==> src/rtl/truth_table_sequencer.sv <==
`default_nettype none
// +--------------------------------------------------------------------------+
// | truth_table_sequencer: sweeps a small combinational function through all |
// | input vectors, captures its truth table and compares it against EXP.     |
// | Rev 1.0                                                                  |
// +--------------------------------------------------------------------------+
module truth_table_sequencer #(
  parameter int                  N_IN   = 2,
  parameter int                  SETTLE = 1,
  parameter logic [2**N_IN-1:0]  EXP    = 4'b1101
) (
  input  logic                 clk,
  input  logic                 rst_n,
  input  logic                 start_i,
  input  logic                 abort_i,
  input  logic                 dut_s_i,
  output logic [N_IN-1:0]      dut_in_o,
  output logic                 busy_o,
  output logic                 done_o,
  output logic [2**N_IN-1:0]   table_out_o,
  output logic [N_IN:0]        err_count_o,
  output logic [N_IN-1:0]      first_err_idx_o,
  output logic                 pass_o
);

  localparam int                NV       = 2**N_IN;
  localparam int                EW       = N_IN + 1;
  localparam int                CW       = (SETTLE > 0) ? $clog2(SETTLE + 1) : 1;
  localparam logic [CW-1:0]     CNT_INIT = CW'(SETTLE);
  localparam logic [N_IN-1:0]   LAST_IDX = '1;

  typedef enum logic [1:0] {
    S_IDLE = 2'd0,
    S_WAIT = 2'd1,
    S_DONE = 2'd2
  } state_t;

  state_t             state_q, state_d;
  logic [N_IN-1:0]    idx_q, idx_d;
  logic [CW-1:0]      cnt_q, cnt_d;
  logic [NV-1:0]      tab_q, tab_d;
  logic [EW-1:0]      err_q, err_d;
  logic [N_IN-1:0]    ferr_q, ferr_d;
  logic               pass_q, pass_d;

  always_ff @(posedge clk or negedge rst_n) begin
    if (!rst_n) begin
      state_q <= S_IDLE;
      idx_q   <= '0;
      cnt_q   <= '0;
      tab_q   <= '0;
      err_q   <= '0;
      ferr_q  <= '0;
      pass_q  <= 1'b0;
    end else begin
      state_q <= state_d;
      idx_q   <= idx_d;
      cnt_q   <= cnt_d;
      tab_q   <= tab_d;
      err_q   <= err_d;
      ferr_q  <= ferr_d;
      pass_q  <= pass_d;
    end
  end

  always_comb begin
    state_d = state_q;
    idx_d   = idx_q;
    cnt_d   = cnt_q;
    tab_d   = tab_q;
    err_d   = err_q;
    ferr_d  = ferr_q;
    pass_d  = pass_q;
    case (state_q)
      S_IDLE: begin
        if (start_i) begin
          state_d = S_WAIT;
          idx_d   = '0;
          cnt_d   = CNT_INIT;
          tab_d   = '0;
          err_d   = '0;
          ferr_d  = '0;
          pass_d  = 1'b0;
        end
      end
      S_WAIT: begin
        if (abort_i) begin
          state_d = S_IDLE;
          pass_d  = 1'b0;
        end else if (cnt_q != '0) begin
          cnt_d = cnt_q - CW'(1);
        end else begin
          tab_d[idx_q] = dut_s_i;
          if (dut_s_i != EXP[idx_q]) begin
            err_d = err_q + EW'(1);
            if (err_q == '0) ferr_d = idx_q;
          end
          // idx stays on the last vector so dut_in holds it after done
          if (idx_q == LAST_IDX) begin
            state_d = S_DONE;
          end else begin
            idx_d = idx_q + N_IN'(1);
            cnt_d = CNT_INIT;
          end
        end
      end
      S_DONE: begin
        pass_d  = (err_q == '0);
        state_d = S_IDLE;
      end
      default: state_d = S_IDLE;
    endcase
  end

  assign dut_in_o        = idx_q;
  assign busy_o          = (state_q == S_WAIT);
  assign done_o          = (state_q == S_DONE);
  assign table_out_o     = tab_q;
  assign err_count_o     = err_q;
  assign first_err_idx_o = ferr_q;
  assign pass_o          = pass_q;

endmodule
`default_nettype wire

==> config.mk <==
export PLATFORM = sky130hd
export DESIGN_NAME = truth_table_sequencer
export DESIGN_NICKNAME = d
export VERILOG_FILES = /design/src/rtl/truth_table_sequencer.sv
export SDC_FILE = /design/constraint.sdc
export NUM_CORES = 1
export LEC_CHECK = 0
export ABC_AREA = 1
export BUFFER_PORTS_ARGS = -buffer_cell sky130_fd_sc_hd__buf_2
export CAP_MARGIN = 0
export CORE_AREA = 2 2 49 51
export DETAILED_ROUTE_END_ITERATION = 12
export DIE_AREA = 0 0 51 53
export REMOVE_ABC_BUFFERS = 1
export SLEW_MARGIN = 20
export SYNTH_ARGS = -nofsm -noshare
export SYNTH_HDL_FRONTEND = slang
export SYNTH_SLANG_ARGS = --single-unit
==> constraint.sdc <==
create_clock -name clk -period 1.5 [get_ports clk]
set_input_delay 0.225 -clock clk [delete_from_list [all_inputs] [get_ports clk]]
set_output_delay 0.225 -clock clk [all_outputs]
set_load 0.05 [all_outputs]
==> results.md, run 1 <==
* Crit path largest cell delay at 0.46 ns
* RR Endpoint: first_err_idx_o[0]$_DFFE_PN0P_
* Final Max Slew Viols at 0
* Clk slew on worst S/H paths at 0.09 ns
* Top routing layer in use: met4
* WS Path Type: reg2out
* Hold_sp: start_i
* Worst-Margin Slew at 0.3507 ns
* Standard-cell row count at 17
* H-Tree Depth at 1
* Outcome: complete, no violations
* Initial antenna violation count at 0
* Synth Register Bits at 15
* Nets at 160
* Rel. slew slack at 76.62%
* Met3 wire length at 74 µm
* Total Wirelength at 1875 µm
* Ratio of cells with drive above 1 in the final layout at 24.49%
* CTS Buf Count at 3
* Sw Ratio at 53.46%
* Most frequent cells in the layout: nand2_1 (40), buf_2 (16), dfrtp_1 (15)
* Final core occ at 51.54%
* Largest net degree at the start of global routing at 16
* R2R depth at 9
* CP required at 1.27 ns
* Worst IR Drop VDD at 1.032 mV
* DP HPWL at 1363 µm
* Final instance area at 1107 µm²
* DRC Markers at 0
* GP Congestion at 0.7902
* Final Hold Vio Count at 0
* Type of the most critical hold path: in2reg
* CTS tree: built
* Initial core utilization at 42.52%
* N_diodes at 0
* Clock Power Share at 10.3%
* Total number of vias at 796
* FF-to-FF Start: dut_in_o[1]$_DFFE_PN0P_
* Clk Latency, worst-skew pair at 0.29 ns
* First-pass GRT wire length at 3270 µm
* Register Area at 375.4 µm²
* Clock sinks at 15
* Post-Route M1 WL at 943 µm
* Hold_ws at 0.2076 ns
* Die width at 51 µm
* Avg WL per Cell at 10.71 µm
* Commonest non-fill, non-tap cell in the layout: nand2_1
* Slack of the worst reg-to-reg path at 0.15 ns
* GRT Resource Usage Total at 16.59%
* Syn-to-layout area delta at 21.23%
* Post-Syn Instances at 121
* Multi-input gate area at 464.2 µm²
* Clk_skew at 0.003076 ns
* Maximum clock path buffer count at 2
* CP Capture Type: output pin
* FMAX at 705.6 MHz
* DRT iter0 DRCs at 13
* PD cells at 2102 nW/µm²
* Count of input and output buffers at 18
* Crit path max fanout at 4
* Leak Pwr at 0.0006338 µW
* Vias in the first global route at 737
* Mapped Avg Cell Area at 7.549 µm²
* Post-DP Area at 1030 µm²
* Count of final setup violators at 0
* Die height at 53 µm
* P_sw at 1244 µW
* CP Launch Type: flip-flop
* Sequential-to-total area share from yosys stat at 41.10%
* CORE AREA at 2148 µm²
* Hold Crit Depth at 3
* Crit path max-delay family: flip-flops
* Cell Area, Synth at 913.4 µm²
* Die ar. at 2703 µm²
* Worst Path Arrival at 1.19 ns
* Crit path buf inv count at 2
* Root buffer cell: clkbuf_4
* Met2 WL post-DR at 821 µm
* Top Ports at 19
* Via density per instance at 4.549
* Tcrit/Tclk final at 94.49%
* Grt ovf at 0
* CP max-delay cell: dfrtp_1
* Int Pwr at 1083 µW
* RSZ-0062 raised after global routing: true
* Max_cap viols at 0
* Worst Hold Path EP: state_q[0]$_DFFE_PN0P_
* ANT nets after route at 0
* Seq pwr share at 28.7%
* Period minus WS final at 1.417 ns
* Unique cell type count in the Yosys netlist at 22
* Worst path cell trace: inv_2 -> nor2_1 -> clkbuf_4
* DRT Pass-1 Iters at 5
* Filler cell count at 221
* YS warnings at 0
* Comb power frac at 60.9%
[cell usage after synthesis (all sizes together)]
master   n  area share [%]
nand3b   1            0.82
nand3    9             6.0
nand2   42              18
dfrtp   15              41
nor2    11             5.3
nor3     2             1.1
a31oi    1            0.69
buf      2             1.8
a21oi    1            0.55
ha       7             9.6
xnor2    1            0.96
inv     16             6.6
o211ai   1            0.82
or2      4             2.7
o21ai    8             4.4
[power by group through the flow]
stage / logic (µW) / clock network, µW / registers (µW)
final: 1420 / 241 / 669
after global routing: 1610 / 261 / 690
after CTS: 1350 / 253 / 670
after detailed placement: 1330 / 0 / 677
after global placement: 1330 / 0 / 673
after floorplan: 670 / 0 / 1020
[what timing repair did]
action / 4_1_cts / 5_1_grt
hold buffers: 1 / 0
pin swaps: 0 / 1
endpoints found under the hold margin: 15 / 0
endpoints found under the setup margin: 1 / 5
resized for setup: 2 / 4
setup buffers: 0 / 4
[worst register-to-register path: stages, from the launching register on]
cell and delay (ns):
dfrtp_1 0.43, inv_1 0.14, ha_1 0.18, inv_1 0.04
nand2_1 0.07, nand3_2 0.12, nand2_2 0.10, nor2_1 0.05
nand2_1 0.05, nand2_1 0.06
[logic make-up (layout without fill, tap and decap cells)]
logic type	count (synthesis)	after routing	synth area share (%)
AND/OR/NAND/NOR	69	69	33.56
adder cells (fa/ha/maj)	7	7	9.589
buffers and inverters	18	44	8.356
AO/OA/AOI/OAI	11	11	6.439
XOR/XNOR	1	1	0.9591
flip-flops	15	15	41.10
[area by class of cell]
class,instances,area share [%]
clock buffers,4,2.373
inverters,16,5.424
multi-input cells,88,41.92
flip-flops and latches,15,33.90
well taps,28,3.164
repair buffers,24,13.22
[metal layers]
layer	global-route usage, %	vias up
li1	-	426
met1	21.15	351
met2	25.76	15
met3	2.825	4
met4	10.81	0
met5	0	-
[metrics by stage]
stage                     total power [µW]  instances  worst slack, ns   TNS, ns
after floorplan                       1689        119          -0.1191   -0.5579
after global placement                1998        166           0.1321         0
after detailed placement              2005        166           0.1272         0
after CTS                             2277        171          0.02910         0
after global routing                  2562        175         -0.01438  -0.02620
final                                 2327        175          0.08271         0
[state kept, by name (all words and copies together), names as in the netlist]
name             flops
first_err_idx_o      2
state_q              2
table_out_o          4
err_count_o          3
cnt_q                1
dut_in_o             2
pass_o               1
[how the worst max path moves through the flow]
stage	to	cells after the start	startpoint	slack [ns]
floorplan	first_err_idx_o[0]$_DFFE_PN0P_	8	dut_in_o[1]$_DFFE_PN0P_	-0.12
global placement	first_err_idx_o[0]$_DFFE_PN0P_	8	dut_in_o[1]$_DFFE_PN0P_	0.13
detailed placement	first_err_idx_o[0]$_DFFE_PN0P_	8	dut_in_o[1]$_DFFE_PN0P_	0.13
CTS	busy_o	3	state_q[0]$_DFFE_PN0P_	0.03
global route	err_count_o[0]$_DFFE_PN0P_	6	state_q[0]$_DFFE_PN0P_	-0.01
finish	done_o	3	state_q[1]$_DFFE_PN0P_	0.08
(Power assumes the default switching activity.)
==> inputs of run 2 (changes only) <==
--- a/config.mk
+++ b/config.mk
@@ -6,11 +6,13 @@
 export NUM_CORES = 1
 export LEC_CHECK = 0
 export ABC_AREA = 1
+export ABC_CLOCK_PERIOD_IN_PS = 1500
 export BUFFER_PORTS_ARGS = -buffer_cell sky130_fd_sc_hd__buf_2
 export CAP_MARGIN = 0
 export CORE_AREA = 2 2 49 51
 export DETAILED_ROUTE_END_ITERATION = 12
 export DIE_AREA = 0 0 51 53
+export GPL_TIMING_DRIVEN = 0
 export REMOVE_ABC_BUFFERS = 1
 export SLEW_MARGIN = 20
 export SYNTH_ARGS = -nofsm -noshare
==> run 2 against run 1 <==
Critical endpoint is now busy_o. Clock skew rose by 0.0036 ns. Final cell count fell by 2.3%. Worst hold slack got worse by 0.0076 ns. Via count fell by 1.1%. Highest routed layer unchanged. Die area did not move. Sequential share of layout area rose by 1.2 points. Register-to-register slack barely moved. Total power fell by 4.3%.
==> results.md, run 2 (synthesis gave the netlist of run 1 again) <==
* Outcome: complete, no violations
* Initial antenna violation count at 0
* Top Ports at 19
* Syn-to-layout area delta at 17.53%
* Tot Pwr at 2226 µW
* N_diodes at 0
* Total Wirelength at 1727 µm
* CP max-delay cell: dfrtp_1
* Seq pwr share at 29.6%
* Standard-cell row count at 17
* Tcrit/Tclk final at 97.40%
* Int Pwr at 1011 µW
* FMAX at 684.4 MHz
* Die height at 53 µm
* CTS Buf Count at 3
* Commonest non-fill, non-tap cell in the layout: nand2_1
* RSZ-0062 raised after global routing: true
* Setup TNS at 0 ns
* Maximum clock path buffer count at 2
* Via density per instance at 4.602
* Count of input and output buffers at 18
* H-Tree Depth at 1
* Clk slew on worst S/H paths at 0.09 ns
* GRT Resource Usage Total at 14.98%
* Crit path largest cell delay at 0.45 ns
* First-pass GRT wire length at 2939 µm
* Final Hold Vio Count at 0
* GP Congestion at 0.7305
* P_sw at 1215 µW
* Rel. slew slack at 77.41%
* Ratio of cells with drive above 1 in the final layout at 23.08%
* Clock sinks at 15
* Nets at 156
* Worst IR Drop VDD at 1.345 mV
* PD cells at 2073 nW/µm²
* DP HPWL at 1326 µm
* Leak Pwr at 0.0006159 µW
* Worst-Margin Slew at 0.3388 ns
* Clk Latency, worst-skew pair at 0.29 ns
* Clk_skew at 0.006627 ns
* Die ar. at 2703 µm²
* Sw Ratio at 54.59%
* Max_cap viols at 0
* Worst Path Arrival at 1.24 ns
* DRC Markers at 0
* Max reg flops at 4
* Avg WL per Cell at 10.10 µm
* Final Max Slew Viols at 0
* Most frequent cells in the layout: nand2_1 (41), buf_2 (16), dfrtp_1 (14)
* Post-Route M1 WL at 853 µm
* Initial core utilization at 42.52%
* Period minus WS final at 1.461 ns
* CP Capture Type: output pin
* Type of the most critical hold path: in2reg
* Worst path cell trace: nor2_4 -> buf_4
* Clock Power Share at 10.4%
* Count of final setup violators at 0
* Largest net degree at the start of global routing at 16
* Total number of vias at 787
* Comb power frac at 60.0%
* Hold_ws at 0.2001 ns
* Met3 wire length at 97 µm
* DRT Pass-1 Iters at 4
* Root buffer cell: clkbuf_4
* DRT iter0 DRCs at 10
* Met2 WL post-DR at 754 µm
* CP Launch Type: flip-flop
* Top routing layer in use: met4
* ANT nets after route at 0
* Filler cell count at 226
* Crit path max fanout at 9
* CTS tree: built
* Vias in the first global route at 691
* CP required at 1.27 ns
* WS Path Type: reg2out
* Grt ovf at 0
* Die width at 51 µm
* CORE AREA at 2148 µm²
run 2: timing repair:
action	in CTS	in global routing
endpoints found under the setup margin	1	6
resized for setup	1	2
setup buffers	0	1
hold buffers	1	0
gates cloned	0	0
hold endpoints to repair	15	0
run 2: per-layer routing:
layer / global-route usage, % / vias up
met2: 23.16 / 18
met5: 0 / -
met3: 6.215 / 6
li1: - / 422
met1: 19.16 / 341
met4: 4.054 / 0
run 2: path summary, 6_finish.rpt:
path	start	to	slack, ns	cells after the start
worst max register to register	state_q[1]$_DFFE_PN0P_	table_out_o[1]$_DFFE_PN0P_	0.14	5
worst min register to register	table_out_o[2]$_DFFE_PN0P_	table_out_o[2]$_DFFE_PN0P_	0.47	2
worst max-delay path	state_q[1]$_DFFE_PN0P_	busy_o	0.04	2
worst min-delay path	start_i	state_q[0]$_DFFE_PN0P_	0.20	3
max in group asynchronous	rst_n	state_q[0]$_DFFE_PN0P_	0.87	2
min in group asynchronous	rst_n	state_q[1]$_DFFE_PN0P_	0.36	2
run 2: area by class of cell:
cell class,count,area [µm²],area share (%)
clock buffers,3,22.52,2.098
clock inverters,1,5.005,0.4662
inverters,16,60.06,5.594
multi-input cells,88,461.7,43.01
flip-flops and latches,15,376.6,35.08
well taps,28,35.03,3.263
repair buffers,20,112.6,10.49
run 2: through the flow:
stage | cells | util [%] | setup WS, ns | instance area, µm²
2_1_floorplan | 119 | - | -0.1191 | 897.1
3_3_place_gp | 165 | 47.58 | 0.1490 | 1022
3_5_place_dp | 165 | 47.58 | 0.1277 | 1022
4_1_cts | 170 | 49.45 | 0.008032 | 1062
5_1_grt | 171 | 49.97 | -0.02842 | 1074
6_report | 171 | 49.97 | 0.03895 | 1074
run 2: worst max-delay path: cells and delay by family (launching register included):
| kind | cells | cell delay [ns] |
|---|---|---|
| buffers and inverters | 1 | 0.25 |
| DFF | 1 | 0.45 |
| and+or+nand+nor | 1 | 0.25 |
run 2: power by group through the flow:
stage | registers, µW | clock network [µW] | logic (µW)
final | 659 | 231 | 1340
after detailed placement | 673 | 0 | 1320
after CTS | 662 | 243 | 1340
after global placement | 664 | 0 | 1300
after floorplan | 1020 | 0 | 670
after global routing | 683 | 262 | 1500
